### config.mk
export PLATFORM = sky130hd
export DESIGN_NAME = jk_step_sequencer
export DESIGN_NICKNAME = d
export VERILOG_FILES = /design/src/rtl/jk_step_sequencer_pkg.sv /design/src/rtl/jk_step_sequencer_cell.sv /design/src/rtl/jk_step_sequencer.sv
export SDC_FILE = /design/constraint.sdc
export NUM_CORES = 1
export LEC_CHECK = 0
export CORE_UTILIZATION = 40
export DETAILED_ROUTE_END_ITERATION = 10
export HOLD_SLACK_MARGIN = 0.03
export PLACE_DENSITY = 0.74
export SLEW_MARGIN = 10
export SYNTH_ARGS = -nofsm -noshare
export SYNTH_HDL_FRONTEND = slang
export SYNTH_SLANG_ARGS = --single-unit
### constraint.sdc
create_clock -name clk -period 3.4 [get_ports clk]
set_input_delay 0.68 -clock clk [delete_from_list [all_inputs] [get_ports clk]]
set_output_delay 0.68 -clock clk [all_outputs]
set_load 0.03 [all_outputs]
### src/rtl/jk_step_sequencer_pkg.sv
// Shared definitions for the JK step sequencer.
// Holds FSM encodings and JK excitation constants.
package jk_step_sequencer_pkg;

   typedef enum logic [1:0] {
      ST_IDLE = 2'd0,
      ST_RUN  = 2'd1,
      ST_DONE = 2'd2
   } state_t;

   // {J,K} per (q,nxt); don't-cares resolve to 0 so the cell holds
   localparam logic [1:0] EXC_00 = 2'b00;
   localparam logic [1:0] EXC_01 = 2'b10;
   localparam logic [1:0] EXC_10 = 2'b01;
   localparam logic [1:0] EXC_11 = 2'b00;

   function automatic logic [1:0] jk_exc(
      input logic q,
      input logic nxt
   );
      logic [1:0] r;
      unique case ({q, nxt})
         2'b00:   r = EXC_00;
         2'b01:   r = EXC_01;
         2'b10:   r = EXC_10;
         default: r = EXC_11;
      endcase
      return r;
   endfunction

endpackage

### src/rtl/jk_step_sequencer_cell.sv
// Single JK storage bit.
// Async active-high reset to 0.
module jk_cell_r (
   input  logic clk,
   input  logic reset,
   input  logic j,
   input  logic k,
   output logic q
);

   always_ff @(posedge clk or posedge reset) begin
      if (reset) q <= 1'b0;
      else       q <= (j & ~q) | (~k & q);
   end

endmodule

### src/rtl/jk_step_sequencer.sv
// Step sequencer walking a JK-cell register toward a target.
// Excitation is derived from the desired next state each cycle.
module jk_step_sequencer
   import jk_step_sequencer_pkg::*;
#(
   parameter int WIDTH = 4,
   parameter bit WRAP  = 1'b1
) (
   input  logic             clk,
   input  logic             reset,
   input  logic             load,
   input  logic [WIDTH-1:0] load_val,
   input  logic             start,
   input  logic             dir,
   input  logic [WIDTH-1:0] target,
   output logic [WIDTH-1:0] q,
   output logic [WIDTH-1:0] j_vec,
   output logic [WIDTH-1:0] k_vec,
   output logic             busy,
   output logic             done,
   output logic             err
);

   localparam logic [WIDTH-1:0] ONE = 1;

   state_t           state;
   state_t           state_nx;
   logic             dir_r;
   logic [WIDTH-1:0] target_r;
   logic             err_r;
   logic [WIDTH-1:0] nxt;
   logic [WIDTH-1:0] step;
   logic             req;
   logic             reject;
   logic             accept;

   assign step = dir_r ? q + ONE : q - ONE;

   // load has priority over start in IDLE
   assign req    = (state == ST_IDLE) && start && !load;
   assign reject = (WRAP == 1'b0) &&
                   ((dir && (target < q)) ||
                    (!dir && (target > q)));
   assign accept = req && !reject;

   always_ff @(posedge clk or posedge reset) begin
      if (reset) begin
         state    <= ST_IDLE;
         dir_r    <= 1'b0;
         target_r <= '0;
         err_r    <= 1'b0;
      end else begin
         state <= state_nx;
         err_r <= req && reject;
         if (accept) begin
            dir_r    <= dir;
            target_r <= target;
         end
      end
   end

   always_comb begin
      state_nx = state;
      unique case (state)
         ST_IDLE:
            if (accept)
               state_nx = (target == q) ? ST_DONE : ST_RUN;
         ST_RUN:
            if (step == target_r) state_nx = ST_DONE;
         ST_DONE: state_nx = ST_IDLE;
         default: state_nx = ST_IDLE;
      endcase
   end

   always_comb begin
      nxt = q;
      unique case (state)
         ST_IDLE: if (load) nxt = load_val;
         ST_RUN:  nxt = step;
         default: nxt = q;
      endcase
   end

   always_comb begin
      j_vec = '0;
      k_vec = '0;
      for (int i = 0; i < WIDTH; i++)
         {j_vec[i], k_vec[i]} = jk_exc(q[i], nxt[i]);
   end

   assign busy = (state == ST_RUN);
   assign done = (state == ST_DONE);
   assign err  = err_r;

   for (genvar g = 0; g < WIDTH; g++) begin : g_cell
      jk_cell_r u_cell (
         .clk   (clk),
         .reset (reset),
         .j     (j_vec[g]),
         .k     (k_vec[g]),
         .q     (q[g])
      );
   end

endmodule

-- Word-level counts from Yosys, hierarchy flattened
Cells that the tools add are included.
- register bits: 11
- latch bits: 0
- bits in writable memories: 0
- memory bits (read-only): 0
- input port bits: 13
- output and inout bits: 15
- memories kept: 0
- add/sub/neg operators: 2
- multipliers: 0
- divide/modulo/power cells: 0
- $lt $le $gt $ge: 0
- equal/unequal tests: 14
- shift-type cells: 0
- muxes and demuxes: 11
- bitwise operators: 20
- reductions and logical operators: 5
- operator list (operator ; count):
    2-bit one-hot mux with 2 select lines ; 5
    2-bit by 1-bit equality test with 1-bit output (second input constant) ; 5
    2-bit equality test (second input constant) ; 5
    1-bit bitwise AND ; 8
    4-bit equality test ; 2
    4-bit two-way mux ; 2
    1-bit inverter ; 8
    4-bit one-hot mux with 2 select lines ; 1
    2-bit two-way mux ; 3
    4-bit by 1-bit adder with 4-bit output (second input constant) ; 1
    1-bit bitwise OR ; 4
    4-bit by 1-bit subtractor with 4-bit output (second input constant) ; 1
    1-bit logical AND ; 2
    2-bit logical NOT ; 1
    2-bit by 1-bit inequality test with 1-bit output (second input constant) ; 1
    2-bit inequality test (second input constant) ; 1
    2-bit AND reduction ; 1
    1-bit logical NOT ; 1

-- Longest topological paths before layout
Gate-level depths: netlist of the first run.
- word-level depth: 8
- mapped depth: 7
- depth with buffers taken out: 6

-- By module
From an unflattened synthesis of the first run, not the netlist that was laid out.
- cells, all modules: 91
- area, all modules: 858.3 µm²
- by module, submodules not included (module ; instances ; cells an instance ; area each (µm²)):
    jk_step_sequencer ; 1 ; 75 ; 688.2
    jk_cell_r ; 4 ; 4 ; 42.5

-- Worst setup path after synthesis of the first run
OpenSTA, ideal clock, no wires.
- path type: register -> output
- start: register dir_r
- end: output j_vec[3]
- arrival: 1.965 ns
- slack: 0.755 ns
- cell stages (with the launch flop): 8
- path buffers: 1
- cells stage by stage: dfrtp_1 > inv_1 > ha_1 > a21oi_1 > a21oi_1 > or3b_1 > a211oi_2 > buf_4
- longest elaborated chain between the ends: 4
- elaborated cells between the ends (all ways): 5
- those cells by class: 2 x eq/ne; 3 x mux
- ends and longest elaborated chain (item ; line ; source):
    start: declaration ; jk_step_sequencer.sv:28 ; logic dir_r;
    start signal: assignment ; jk_step_sequencer.sv:56 ; dir_r <= dir;
    4-bit two-way mux * ; jk_step_sequencer.sv:37 ; assign step = dir_r ? q + ONE : q - ONE;
    4-bit one-hot mux with 2 select lines * ; jk_step_sequencer.sv:77 ; unique case (state)
    2-bit equality test or 2-bit by 1-bit equality test with 1-bit output (tied branches) ; jk_step_sequencer_pkg.sv:22 ; unique case ({q, nxt})
    2-bit one-hot mux with 2 select lines * ; jk_step_sequencer_pkg.sv:22 ;
    end: declaration ; jk_step_sequencer.sv:17 ; output logic [WIDTH-1:0] j_vec,
Every way passes the cells marked *; elsewhere a longest branch is shown, timed or not.

-- Worst setup path after layout of the first run
- start: register dir_r
- end: output j_vec[1]
Same word-level chain as after synthesis.

==> impl_metrics.py, run 1 <==
metrics = {
    "global_route": {
        "grt_max_degree": 15,
        "grt_util_all_layers_pct": 17.0,
        "grt_pass1_vias": 645,
        "grt_pass1_wl_um": 3100,
        "gr-total-overflow": 0,
        "antenna_found_initial": 0,
    },
    "cells_and_area": {
        "fin_util_pct": 53.2,
        "layout-drive-gt1-share_pct": 14.8,
        "final_cell_mix": "clkdlybuf4s50_1, dfrtp_1, inv_1, xnor2_1",
        "diodes": 0,
        "layout_commonest_cell": "clkdlybuf4s50_1",
        "syn_to_final_growth_pct": 26.5,
        "fillerInstances": 200,
        "layout.nets": 132,
    },
    "detailed_routing": {
        "first_pass_iters": 4,
        "drt_iter0_drc": 7,
        "dr_total_vias": 713,
        "wl_um": 1800,
        "routedWlPerCell_um": 12.6,
        "drc": 0,
        "ant_nets": 0,
        "via_per_inst": 4.99,
    },
    "clocking": {
        "cts.sinks": 11,
        "cts_buffers": 3,
        "cts_setup_buffers": 0,
        "clockBufferDepth": 2,
        "hold_buffers": 0,
        "cts_tree": "done",
        "cts_max_level": 1,
        "cts_root_buf": "clkbuf_4",
        "insertion_delay_ns": 0.28,
        "clkTransAtPathRegs_ns": 0.07,
    },
    "synthesis": {
        "synth-seq-cells": 11,
        "synthesis.instances": 98,
        "synth_flop_cell": "dfrtp_1",
        "synth.area.mux_share_pct": 4.89,
        "synth_xor_area_share_pct": 11.1,
        "avgSynthCellArea_um2": 9.40,
        "synth_nets": 114,
        "synth_top_area_share_pct": 29.9,
        "async_flop_share_pct": 100,
        "synth_cell_types": 36,
        "ys_seq_area_share_pct": 29.9,
        "synth.area.top_cells": "dfrtp_1, buf_4, xnor2_1",
        "yosys.area_share.simple_pct": 18.1,
        "post-synth-top-area-cell": "dfrtp_1",
        "synth_top_family_by_area": "simple AND/OR/NAND/NOR gates",
        "synth_enable_flop_cells": 0,
        "yosys.area_share.adder_pct": 4.89,
        "netlist_area_um2": 921,
        "yosys_warnings": 0,
        "synth_compound_area_share_pct": 15.2,
    },
    "setup_path": {
        "slowest_stage": "clkdlybuf4s50_1",
        "path_buf_inv": 2,
        "rr_startpoint": "dir_r$_DFFE_PP0P_",
        "ff2ff_setup_slack_ns": 1.36,
        "slowest_delay_ns": 0.68,
        "worstSetupPathType": "flip-flop to output port",
        "worstPathRequired_ns": 2.72,
        "worstSetupEndpointType": "output port",
        "cp_top_family": "buffers and inverters",
        "start_kind": "flip-flop",
        "cp_max_fo": 3,
        "critical_path_arrival_ns": 2.55,
        "rr_worst_depth": 6,
        "r2r-end": "state[0]$_DFFE_PP0P_",
        "path_cells": "buf_4, fa_1, a2bb2oi_1, o22a_1, and2_1, clkdlybuf4s50_1",
    },
    "run": {
        "max-cap-violations": 0,
    },
    "floorplanning": {
        "dieHeight_um": 50.0,
        "die_x_um": 50.0,
        "ioPinCount": 28,
        "dieArea_um2": 2500,
        "core-area_um2": 2190,
        "start_util_pct": 42.0,
        "std_cell_rows": 17,
    },
    "sta": {
        "setup_viol": 0,
        "hold_viol_final": 0,
        "fin_worst_skew_ns": 0.00474,
        "final-max-slew-violation-count": 0,
        "rsz0062_at_grt": "false",
        "tightest_slew_ns": 0.547,
        "fin_ws_ns": 0.167,
        "max_freq_mhz": 309,
        "fin_crit_sh_pct": 95.1,
        "slew_headroom_pct": 63.4,
        "fin_crit_ns": 3.23,
        "tns_ns": 0,
    },
    "worst_hold_path": {
        "hold_class": "flip-flop to flip-flop",
        "hold_depth": 1,
        "hold_path_end": "target_r[3]$_DFFE_PP0P_",
        "worstHoldStart": "target_r[3]$_DFFE_PP0P_",
    },
    "placed_design": {
        "port_buffers": 26,
        "gp_congestion": 0.759,
        "hpwl_um": 1450,
        "preCtsSetupSlack_ns": 0.0780,
    },
    "status": {
        "status": "finished clean",
    },
}
[cell families after synthesis]
kind of cell             Yosys count
multiplexers                       4
buffers and inverters             24
other                              1
AND/OR/NAND/NOR                   25
flip-flops                        11
AO/OA/AOI/OAI                     20
adder cells (fa/ha/maj)            3
XOR/XNOR                          10
[flip-flops by register name (all words and copies together), names as in the netlist]
name and cells:
dir_r 1, g_cell.u_cell.q 4, state 2, target_r 4
[metal layers]
metal / up-vias / share of wire, % / track usage, % / routed length [µm]
li1: 354 / - / - / -
met1: 339 / 43 / 21.3 / 765
met2: 15 / 51 / 26.9 / 912
met3: 5 / 4.3 / 3.70 / 77
met4: 0 / 2.3 / 8.57 / 41
met5: - / 0 / 0 / 0
[how the worst max path moves through the flow]
stage	depth (start not counted)	end	slack, ns	from
global placement	6	j_vec[2]	0.17	load
floorplan	7	j_vec[3]	0.76	dir_r$_DFFE_PP0P_
finish	6	j_vec[1]	0.17	dir_r$_DFFE_PP0P_
CTS	6	j_vec[2]	0.007	dir_r$_DFFE_PP0P_
detailed placement	6	j_vec[2]	0.08	load
global route	7	j_vec[3]	0.02	dir_r$_DFFE_PP0P_
[through the flow]
step	instances	hold slack (ns)	instance area [µm²]
2_1_floorplan	98	0.483	921
3_3_place_gp	139	0.491	1130
3_5_place_dp	139	0.507	1130
4_1_cts	143	0.523	1150
5_1_grt	143	0.547	1160
6_report	143	0.517	1160
[cell type report]
type | instances | area (µm²) | area share (%)
sequential | 11 | 275 | 23.6
multi-input combinational | 63 | 508 | 43.6
tap | 28 | 35.0 | 3.01
clock buffer | 4 | 26.3 | 2.26
inverter | 7 | 26.3 | 2.26
timing repair buffer | 30 | 294 | 25.2
[worst reg2reg max path, delay by kind of cell (launching register included)]
kind,cells,cell delay [ns]
compound gates,2,0.52
xor+xnor,2,0.43
fa+ha+maj,1,0.43
buf+inv,1,0.16
flops,1,0.38
[synthesized netlist by cell type (all sizes together), types with 2 or more instances]
cell type and instances:
buf 14, nor3 2, nand2b 4, ha 2, a21o 2, a21oi 5
nand2 2, nor2 3, nor2b 4, a211oi 3, dfrtp 11, mux2 4
nand3 2, xor2 2, xnor2 7, inv 7, o21ai 5, clkbuf 3
[what timing repair did]
item	CTS	global route
resized for setup	1	3
endpoints found under the setup margin	1	2
gates cloned	0	0
Power of run 1 is left out: the tool's default activity adds up to more than one toggle a clock period on the data nets, which glitch-free logic cannot reach.
==> run 2, diff against run 1 <==
- CAP_MARGIN: unset -> 20
==> results of run 2 <==
Same layout as run 1: the final DEF is identical, and so are final timing and power.
Power of run 2 is left out for the same reason.
==> run 3, diff against run 2 <==
- DONT_BUFFER_PORTS: unset -> 1
- MAX_ROUTING_LAYER: unset -> met4
- PLACE_DENSITY: 0.74 -> 0.58
==> run 3 against run 2 <==
  * Final cell count down 15%
  * Design area is 21% lower
  * Highest routed layer is now met3
  * Critical path depth up 1
  * Hold slack worse by 0.23 ns
  * Utilization decreased by 11 points
  * Critical path type unchanged
  * Die area unchanged
  * Worst setup slack improved by 0.17 ns
  * Sequential share of layout area rose by 6.1 points
  * Largest cell class unchanged
==> impl_metrics.py, run 3 (synthesis gave the netlist of run 1 again) <==
metrics = {
    "status": {
        "status": "finished clean",
    },
    "cells_and_area": {
        "final_cell_mix": "dfrtp_1, buf_4, inv_1, xnor2_1",
        "diodes": 0,
        "top_regs": "g_cell.u_cell.q x4, target_r x4, state x2",
        "syn_to_final_growth_pct": 0.544,
        "layout.nets": 110,
        "layout-drive-gt1-share_pct": 21.5,
        "layout_commonest_cell": "dfrtp_1",
    },
    "detailed_routing": {
        "wl_met1_um": 710,
        "wl_met3_um": 85,
        "drc": 0,
        "via_per_inst": 5.07,
        "route.met2.wl_um": 894,
        "drt_iter0_drc": 5,
        "ant_nets": 0,
        "first_pass_iters": 4,
        "wl_um": 1690,
        "dr_total_vias": 614,
        "top_layer": "met3",
        "routedWlPerCell_um": 14.0,
    },
    "clocking": {
        "post_cts_resized": 0,
        "hold_buffers": 0,
        "cts_buffers": 3,
        "cts.sinks": 11,
        "insertion_delay_ns": 0.26,
        "cts_tree": "done",
        "clkTransAtPathRegs_ns": 0.07,
        "cts_root_buf": "clkbuf_4",
        "cts_setup_buffers": 0,
        "clockBufferDepth": 2,
        "cts_max_level": 1,
    },
    "setup_path": {
        "cp_top_family": "compound AO/OA/AOI/OAI gates",
        "path_buf_inv": 2,
        "worstSetupEndpointType": "output port",
        "ff2ff_setup_slack_ns": 1.20,
        "start_kind": "flip-flop",
        "cpMostUsedCell": "a21oi_1",
        "path_cells": "inv_1, ha_1, a21oi_1, a21oi_1, or3b_1, a211oi_2, buf_4",
        "slowest_delay_ns": 0.45,
        "critical_path_arrival_ns": 2.38,
        "r2r-end": "state[0]$_DFFE_PP0P_",
        "slowest_stage": "dfrtp_1",
        "rr_worst_depth": 6,
        "worstPathRequired_ns": 2.72,
        "worstSetupPathType": "flip-flop to output port",
        "rr_startpoint": "g_cell[1].u_cell.q$_DFF_PP0_",
        "cp_max_fo": 4,
    },
    "floorplanning": {
        "dieArea_um2": 2500,
        "dieHeight_um": 50.0,
        "start_util_pct": 42.0,
        "die_x_um": 50.0,
        "core-area_um2": 2190,
        "std_cell_rows": 17,
        "ioPinCount": 28,
    },
    "sta": {
        "final-max-slew-violation-count": 0,
        "setup_viol": 0,
        "max_freq_mhz": 326,
        "hold_viol_final": 0,
        "slew_headroom_pct": 61.4,
        "fin_crit_ns": 3.06,
        "fin_worst_skew_ns": 0.00293,
        "tightest_slew_ns": 0.578,
        "tns_ns": 0,
        "fin_crit_sh_pct": 90.1,
        "rsz0062_at_grt": "false",
    },
    "worst_hold_path": {
        "hold_class": "input pin to async pin",
    },
    "global_route": {
        "grt_max_degree": 15,
        "antenna_found_initial": 0,
        "grt_pass1_wl_um": 2730,
        "grt_pass1_vias": 594,
        "gr-total-overflow": 0,
        "grt_util_all_layers_pct": 15.4,
    },
    "placed_design": {
        "port_buffers": 0,
        "hpwl_um": 1400,
        "gp_congestion": 0.786,
    },
    "run": {
        "max-cap-violations": 0,
    },
}
[run 3: cell types whose count changed in the layout (fill, tap and decap cells not counted)]
| cell | change |
|---|---|
| buf_4 | +4 |
| clkdlybuf4s50_1 | -23 |
| a211oi_1 | +1 |
| dlymetal6s2s_1 | -2 |
| dlygate4sd2_1 | -1 |
| a211oi_2 | -1 |
[run 3: per-stage QoR]
stage          utilization (%)  area, µm²  instances  worst slack [ns]  hold slack [ns]
2_1_floorplan                -        921         98             0.755            0.483
3_5_place_dp              41.1        900        117             0.618            0.520
4_1_cts                   42.3        926        121             0.315            0.304
6_report                  42.3        926        121             0.336            0.287
3_3_place_gp              41.1        900        117             0.628            0.507
5_1_grt                   42.3        926        121             0.154            0.337
[run 3: layout make-up]
| type | count | area (µm²) |
|---|---|---|
| clock buffer | 4 | 26.3 |
| timing repair buffer | 8 | 60.1 |
| sequential | 11 | 275 |
| multi-input combinational | 63 | 503 |
| inverter | 7 | 26.3 |
| tap | 28 | 35.0 |
| fill | 223 | 1260 |
[run 3: worst max-delay path by stage]
stage | endpoint | cells past startpoint | start
floorplan | j_vec[3] | 7 | dir_r$_DFFE_PP0P_
global placement | k_vec[1] | 5 | g_cell[1].u_cell.q$_DFF_PP0_
detailed placement | j_vec[2] | 6 | g_cell[1].u_cell.q$_DFF_PP0_
CTS | j_vec[3] | 7 | dir_r$_DFFE_PP0P_
global route | j_vec[2] | 6 | g_cell[1].u_cell.q$_DFF_PP0_
finish | j_vec[3] | 7 | dir_r$_DFFE_PP0P_
[run 3: routing by layer]
metal  global-route usage, %  vias up
li1                        -      307
met1                    17.4      291
met2                    25.3       16
met3                    6.48        0
met4                    2.86        0
met5                       -        -
Power of run 3 is left out for the same reason.
